## config.mk

```make
export PLATFORM = sky130hd
export DESIGN_NAME = csa_resolve_seq_flat
export DESIGN_NICKNAME = d
export VERILOG_FILES = /design/src/rtl/csa_resolve_seq_if.sv /design/src/rtl/csa_resolve_seq.sv /design/src/flat_wrapper.sv
export SDC_FILE = /design/constraint.sdc
export NUM_CORES = 1
export LEC_CHECK = 0
export ABC_AREA = 1
export CAP_MARGIN = 20
export CELL_PAD_IN_SITES_DETAIL_PLACEMENT = 2
export CELL_PAD_IN_SITES_GLOBAL_PLACEMENT = 2
export CORE_MARGIN = 10
export CORE_UTILIZATION = 36
export DETAILED_ROUTE_END_ITERATION = 8
export PLACE_DENSITY_LB_ADDON = 0.2
export SLEW_MARGIN = 10
export SYNTH_ARGS = -nofsm -noshare
export SYNTH_HDL_FRONTEND = slang
export SYNTH_SLANG_ARGS = --single-unit
```

## constraint.sdc

```tcl
create_clock -name clk -period 2.6 [get_ports clk]
set_input_delay 0.26 -clock clk [delete_from_list [all_inputs] [get_ports clk]]
set_output_delay 0.26 -clock clk [all_outputs]
set_load 0.02 [all_outputs]
```

## src/rtl/csa_resolve_seq_if.sv

```systemverilog
// Operand/result handshake bundle for csa_resolve_seq.
// The master drives operands and out_ready; the slave (the resolver) drives the result side.
interface csa_resolve_seq_if #(
  parameter int Width = 24,
  parameter int Chunk = 8
);
  localparam int RW = Width + 2;

  logic             in_valid;
  logic             in_ready;
  logic [Width-1:0] in_sum;
  logic [Width-1:0] in_carry;
  logic             in_cout;
  logic             out_valid;
  logic             out_ready;
  logic [RW-1:0]    out_result;
  logic             out_ovf;

  modport master (
    output in_valid, in_sum, in_carry, in_cout, out_ready,
    input  in_ready, out_valid, out_result, out_ovf
  );

  modport slave (
    input  in_valid, in_sum, in_carry, in_cout, out_ready,
    output in_ready, out_valid, out_result, out_ovf
  );
endinterface

```

## src/rtl/csa_resolve_seq.sv

```systemverilog
// Resolves a redundant sum/carry word to binary with a chunked, multi-cycle
// carry-propagate adder: Chunk bits per clock, NCHUNK compute cycles per operation.
module csa_resolve_seq #(
  parameter int Width = 24,
  parameter int Chunk = 8
) (
  input  logic               clk,
  input  logic               rst_n,
  input  logic               clear,
  csa_resolve_seq_if.slave   bus,
  output logic               busy
);
  localparam int RW     = Width + 2;
  localparam int NCHUNK = (RW + Chunk - 1) / Chunk;
  localparam int IW     = (NCHUNK > 1) ? $clog2(NCHUNK) : 1;

  typedef enum logic [1:0] {IDLE, BUSY, DONE} state_t;

  state_t          state_reg, state_next;
  logic [RW-1:0]   x_reg, y_reg;
  logic [RW-1:0]   result_reg, result_next;
  logic            carry_reg, ovf_reg, valid_reg;
  logic [IW-1:0]   idx_reg;
  logic [NCHUNK-1:0] chunk_co;
  logic            last_chunk, computing;

  assign computing  = (state_reg == BUSY);
  assign last_chunk = (idx_reg == IW'(NCHUNK - 1));

  // One adder slice per chunk; only the slice selected by idx_reg updates the result.
  // The top slice is narrower when Chunk does not divide RW, so its carry-out is the true bit RW.
  generate
    for (genvar gi = 0; gi < NCHUNK; gi++) begin : g_chunk
      localparam int LO = gi * Chunk;
      localparam int HI = ((gi + 1) * Chunk > RW) ? RW - 1 : (gi + 1) * Chunk - 1;
      localparam int W  = HI - LO + 1;

      logic [W:0] csum;
      assign csum = {1'b0, x_reg[HI:LO]} + {1'b0, y_reg[HI:LO]} + {{W{1'b0}}, carry_reg};
      assign chunk_co[gi] = csum[W];
      assign result_next[HI:LO] = (computing && idx_reg == IW'(gi)) ? csum[W-1:0]
                                                                  : result_reg[HI:LO];
    end
  endgenerate

  always_ff @(posedge clk or negedge rst_n) begin
    if (!rst_n) begin
      state_reg <= IDLE;
    end else begin
      state_reg <= state_next;
    end
  end

  always_comb begin
    state_next = state_reg;
    if (clear) begin
      state_next = IDLE;
    end else begin
      case (state_reg)
        IDLE:    if (bus.in_valid) state_next = BUSY;
        BUSY:    if (last_chunk) state_next = DONE;
        DONE:    if (bus.out_ready) state_next = IDLE;
        default: state_next = IDLE;
      endcase
    end
  end

  always_comb begin
    bus.in_ready = (state_reg == IDLE);
    busy         = (state_reg != IDLE);
  end

  always_ff @(posedge clk or negedge rst_n) begin
    if (!rst_n) begin
      x_reg      <= '0;
      y_reg      <= '0;
      result_reg <= '0;
      carry_reg  <= 1'b0;
      ovf_reg    <= 1'b0;
      valid_reg  <= 1'b0;
      idx_reg    <= '0;
    end else if (clear) begin
      carry_reg <= 1'b0;
      idx_reg   <= '0;
      valid_reg <= 1'b0;
    end else begin
      case (state_reg)
        IDLE: begin
          if (bus.in_valid) begin
            x_reg     <= {2'b00, bus.in_sum};
            y_reg     <= {bus.in_cout, bus.in_carry, 1'b0};
            carry_reg <= 1'b0;
            idx_reg   <= '0;
          end
        end
        BUSY: begin
          result_reg <= result_next;
          carry_reg  <= chunk_co[idx_reg];
          idx_reg    <= idx_reg + IW'(1);
          if (last_chunk) begin
            ovf_reg   <= chunk_co[idx_reg];
            valid_reg <= 1'b1;
          end
        end
        DONE: begin
          if (bus.out_ready) valid_reg <= 1'b0;
        end
        default: ;
      endcase
    end
  end

  assign bus.out_valid  = valid_reg;
  assign bus.out_result = result_reg;
  assign bus.out_ovf    = ovf_reg;
endmodule

```

## src/flat_wrapper.sv

```systemverilog
// flat-port wrapper written by rule: the top's interface ports become plain ports
module csa_resolve_seq_flat 
#(
  parameter int Width = 24,
  parameter int Chunk = 8
)
  (clk, rst_n, clear, busy, bus_in_valid, bus_in_sum, bus_in_carry, bus_in_cout, bus_out_ready, bus_in_ready, bus_out_valid, bus_out_result, bus_out_ovf);
  csa_resolve_seq_if #(.Width(Width), .Chunk(Chunk)) bus_i ();
  input  logic clk;
  input  logic rst_n;
  input  logic clear;
  output logic busy;
  input wire logic [$bits(bus_i.in_valid)-1:0] bus_in_valid;
  input wire logic [$bits(bus_i.in_sum)-1:0] bus_in_sum;
  input wire logic [$bits(bus_i.in_carry)-1:0] bus_in_carry;
  input wire logic [$bits(bus_i.in_cout)-1:0] bus_in_cout;
  input wire logic [$bits(bus_i.out_ready)-1:0] bus_out_ready;
  output wire logic [$bits(bus_i.in_ready)-1:0] bus_in_ready;
  output wire logic [$bits(bus_i.out_valid)-1:0] bus_out_valid;
  output wire logic [$bits(bus_i.out_result)-1:0] bus_out_result;
  output wire logic [$bits(bus_i.out_ovf)-1:0] bus_out_ovf;
  assign bus_i.in_valid = bus_in_valid;
  assign bus_i.in_sum = bus_in_sum;
  assign bus_i.in_carry = bus_in_carry;
  assign bus_i.in_cout = bus_in_cout;
  assign bus_i.out_ready = bus_out_ready;
  assign bus_in_ready = bus_i.in_ready;
  assign bus_out_valid = bus_i.out_valid;
  assign bus_out_result = bus_i.out_result;
  assign bus_out_ovf = bus_i.out_ovf;
  csa_resolve_seq #(.Width(Width), .Chunk(Chunk)) u_core (.clk(clk), .rst_n(rst_n), .clear(clear), .bus(bus_i), .busy(busy));
endmodule
```

* Yosys cells after proc, flatten, opt, wreduce, memory -nomap -nowiden
Index checks and enable logic that the tools add are counted.
** Cells by class
- Bitwise logic cells :: 1
- $add $sub $neg :: 8
- Magnitude comparators :: 1
- Muxes and demuxes :: 17
- Reduce and logical (&&, ||, !) cells :: 18
- Equality and inequality tests :: 8
** Operators with widths (count)
- adder 8 x 8 -> 9 bit :: 3
- adder 9 x 1 -> 9 bit :: 3
- AND reduction 3 bit :: 8
- 2-to-1 mux 2 bit :: 6
- equality test 2 bit (second input constant) :: 3
- 2-to-1 mux 1 bit :: 6
- != test 3 bit (second input constant) :: 2
- case mux 2 bit (3 select lines) :: 1
- nonzero test 3 bit :: 2
- equality test 2 x 1 -> 1 bit (second input constant) :: 2
- logical AND 1 bit :: 4
- logical NOT 2 bit :: 2
- case mux 1 bit (2 select lines) :: 2
- case mux 2 bit (2 select lines) :: 1
- adder 2 x 1 -> 3 bit :: 1
- less-than comparator 2 x 3 -> 1 bit (second input constant) :: 1
- != test 3 x 2 -> 1 bit (second input constant) :: 1
- adder 2 x 1 -> 2 bit (second input constant) :: 1
- binary-select mux 1 bit (select 2 bit) :: 1
- AND reduction 2 bit :: 1
- nonzero test 2 bit :: 1
- inverter 1 bit :: 1
** Word-level totals
- Bits of input ports :: 54
- Logic and storage cells :: 64
- Bits in registers :: 82

* Logic depth before layout (Yosys ltp)
- Word-level depth :: 6
- Gate-level depth with buffers :: 12
- Depth with buffers taken out :: 12

* Worst setup path after synthesis
OpenSTA, ideal clock, no wires.
- Kind :: reg-to-reg
- Start :: register u_core.carry_reg
- End :: register u_core.carry_reg
- Cell stages (with the launch flop) :: 13
- Library setup time :: 116 ps
- Slack :: 845 ps
- Data required time :: 2484 ps
- Arrival :: 1639 ps
- Cells stage by stage :: dfrtp_1 inv_1 fa_1 inv_1 fa_1 nand3_1 nand3_1 nand2_1 nand3_1 nand2_1 nand2_1 nand2_1 nand2_1
** On the way
- Word-level cells in the longest chain between the ends :: 5
** Ends and longest elaborated chain
- start: declaration :: RTL line csa_resolve_seq.sv:22 : logic carry_reg, ovf_reg, valid_reg;
- start signal: assignment :: RTL line csa_resolve_seq.sv:98 : carry_reg <= chunk_co[idx_reg];
- adder 9 x 1 -> 9 bit or adder 2 x 1 -> 3 bit (tied branches) :: RTL line csa_resolve_seq.sv:39 : assign csum = {1'b0, x_reg[HI:LO]} + {1'b0, y_reg[HI:LO]} + {{W{1'b0}}, carry_reg};
- binary-select mux 1 bit (select 2 bit) * :: RTL line csa_resolve_seq.sv:98
- 2-to-1 mux 1 bit (implied by the code) * :: RTL line csa_resolve_seq.sv:98
- case mux 1 bit (2 select lines) * :: RTL line csa_resolve_seq.sv:87 : case (state_reg)
- 2-to-1 mux 1 bit * :: RTL line csa_resolve_seq.sv:82 : end else if (clear) begin
Mark *: on every way between the ends. The rest lies on a longest branch, timed or not. The select of a mux whose other input is x is not followed.
A chain may end at the register's enable or synchronous reset.

* Worst setup path after layout
- Start :: register u_core.carry_reg
- End :: register u_core.ovf_reg, in the netlist u_core.bus.out_ovf
** On the way
- Word-level cells in the longest chain between the ends :: 3
** Ends and longest elaborated chain
- adder 9 x 1 -> 9 bit or adder 2 x 1 -> 3 bit (tied branches) :: RTL line csa_resolve_seq.sv:39
- binary-select mux 1 bit (select 2 bit) * :: RTL line csa_resolve_seq.sv:101 : ovf_reg <= chunk_co[idx_reg];
- 2-to-1 mux 1 bit (implied by the code) * :: RTL line csa_resolve_seq.sv:101
- end signal: assignment :: RTL line csa_resolve_seq.sv:101
- end: declaration :: RTL line csa_resolve_seq.sv:22
Marked as above.

==> qor.yml <==
worst_setup_path:
  crit_slowest_cell: "dfrtp_1"
  path_common_cell: "nand2_1"
  cp.arrival_ns: 2.27
  reg2regPathDepth: 12
  cp_max_fo: 3
  crit_type: "flop to flop"
  slowest_delay_ns: 0.41
  cp.buffers_inverters: 2
  cp_cell_sequence: "inv_1, fa_1, inv_1, fa_1, nand3_1, nand3_1, nand2_1, nand3_1, nand2_1, nand2_1, nand2_1, nand2_1"
  cp-start-kind: "flop"
  end_kind: "flop"
  rr_endpoint: "u_core.bus.out_ovf"
  r2r_setup_slack_ns: 0.56
  crit_path_start: "u_core.carry_reg"
  r2r-start: "u_core.carry_reg"
  worstPathRequired_ns: 2.84
  cp_top_family: "simple AND/OR/NAND/NOR gates"
grt:
  grt_pass1_wl_um: 20900
  grt.overflow.total: 0
  grt_usage_pct: 15.6
  antenna_found_initial: 0
  first_global_vias: 4025
  grt_max_degree: 55
routing:
  drt_iter0_markers: 116
  vias: 3372
  wl_per_cell_um: 17.9
  drc_errors: 0
  drt_pre_antenna_iters: 4
  vias_per_cell: 4.89
  wl_um: 12300
  ant_nets: 0
synth:
  synth_cells: 429
  synthDistinctLibCells: 28
  synth_area_per_cell_um2: 10.4
  ys_ff_latch: 82
  yosys.area.top_type_share_pct: 46.2
  yosys_warnings: 0
  yosysTopAreaCell: "dfrtp_1"
  synth_nets: 516
  ys_top_cells_by_area: "dfrtp_1 46%, mux2_4 14%, nand2_1 9.4%"
  syn_area_um2: 4440
  seq_area_frac_synth_pct: 46.2
cts:
  clockBufferDepth: 2
  cts_buffers: 9
  cts.sinks: 82
  clk_transition_reported_paths_ns: 0.06
  cts_resized: 0
  cts-htree-levels: 3
  cts_tree: "built"
  clock_latency_ns: 0.35
  hold_buffers: 1
  cts_setup_buffers: 0
  cts-root-buf: "clkbuf_16"
die:
  rows: 40
  fp.dieW_um: 131
  core_um2: 12100
  io-pin-count: 84
  dieArea_um2: 17200
  initial_core_util_pct: 36.8
  die_h_um: 131
timing:
  hold_violations: 0
  layout_min_cycle_time_ns: 2.04
  whs_ns: 0.480
  clock_skew_ns: 0.00612
  tns_ns: 0
  grt_setup_unrepaired: "false"
  fmax_mhz: 491
  slew_violations: 0
  slew_headroom_pct: 52.0
  period_share_pct: 78.4
  worst_pin_slew_ns: 0.719
  setup-violations-final: 0
power:
  clockPowerShare_pct: 22.2
  switchingPower_mw: 1.87
  leakagePower_nw: 2.84
  ir_worst_vdd_mv: 0.322
  swShare_pct: 36.1
  internal_power_mw: 3.30
  power_mw: 5.17
  p_comb_share_pct: 42.4
  p_seq_share_pct: 35.4
  power_density_nw_per_um2: 905
hold_path:
  holdPathStages: 2
  hold_path.startpoint: "u_core.bus.out_result[7]"
  hold_path_end: "u_core.bus.out_result[7]"
  min_path_type: "flop to flop"
flow_run:
  cap_violations: 0
final_layout:
  final_common_cell: "nand2_1"
  utilization_pct: 47.3
  diodes: 0
  fill_cells: 1243
  layout_common_cells: "111 x nand2_1, 82 x clkdlybuf4s50_1, 82 x dfrtp_1"
  drive_above_1_share_pct: 14.4
  finalInstanceArea_um2: 5710
  largest_reg_flops: 26
  nNetsFinal: 607
  area_delta_synth_final_pct: 28.6
place:
  port_buffers: 83
  gp_congestion: 0.811
  place_area_um2: 5450
  place_hpwl_um: 9460
run_status:
  status: "complete, no violations"
[kinds of logic after synthesis]
| group | synth area share, % |
|---|---|
| adders and majority gates | 10.1 |
| AOI/OAI and AO/OA | 5.07 |
| muxes | 14.9 |
| xor gates and xnor gates | 1.38 |
| buffers and inverters | 4.96 |
| DFF | 46.2 |
| and+or+nand+nor | 17.4 |
[power groups by stage]
| stage | clock [mW] | combinational (mW) | sequential, mW |
|---|---|---|---|
| floorplan | 0 | 1.22 | 1.98 |
| global placement | 0 | 2.12 | 1.83 |
| detailed placement | 0 | 2.22 | 1.85 |
| CTS | 1.19 | 2.25 | 1.84 |
| global route | 1.24 | 2.46 | 1.89 |
| finish | 1.15 | 2.19 | 1.83 |
[worst register-to-register path, delay by kind of cell (launching register included)]
kind | cells | cell delay (ns)
buffers and inverters | 2 | 0.24
and+or+nand+nor | 8 | 0.65
adders and majority gates | 2 | 0.61
DFF | 1 | 0.41
[Yosys cell counts, drive strengths merged]
cell type / number
o21ai: 13
nand3b: 4
nand4: 4
nor2: 25
inv: 38
a21oi: 20
nand2: 115
o21a: 3
buf: 6
or2: 2
clkinv: 2
nand3: 23
a31oi: 6
mux2: 45
xnor2: 7
ha: 28
fa: 5
nor3: 1
dfrtp: 82
[area by class of cell]
| type | count | area (µm²) | area share (%) |
|---|---|---|---|
| clock inverters | 1 | 5.00 | 0.0876 |
| inverters | 40 | 153 | 2.67 |
| flip-flops and latches | 82 | 2050 | 35.9 |
| well taps | 168 | 210 | 3.68 |
| repair buffers | 86 | 878 | 15.4 |
| multi-input cells | 301 | 2170 | 38.0 |
| clock buffers | 11 | 243 | 4.25 |
[worst max path at each step]
stage                                     to  cells past startpoint  slack, ns
after floorplan             u_core.carry_reg                     12       0.84
after global placement       u_core.y_reg[4]                      5       0.68
after detailed placement    u_core.carry_reg                     12       0.56
after CTS                 u_core.bus.out_ovf                     12       0.54
after global routing      u_core.bus.out_ovf                     12       0.36
final                     u_core.bus.out_ovf                     12       0.56
[layer usage]
layer | track usage (%) | vias to the layer above | routed length (µm)
li1 | - | 1595 | -
met1 | 18.1 | 1706 | 5290
met2 | 27.6 | 58 | 6300
met3 | 3.50 | 13 | 532
met4 | 5.69 | 0 | 178
met5 | 0 | - | 0
[through the flow]
stage	worst slack, ns	std cells
final	0.563	689
after global routing	0.356	689
after global placement	0.685	676
after detailed placement	0.556	676
after floorplan	0.845	429
after CTS	0.541	689
Note: power is estimated with default switching activity, not from simulation.
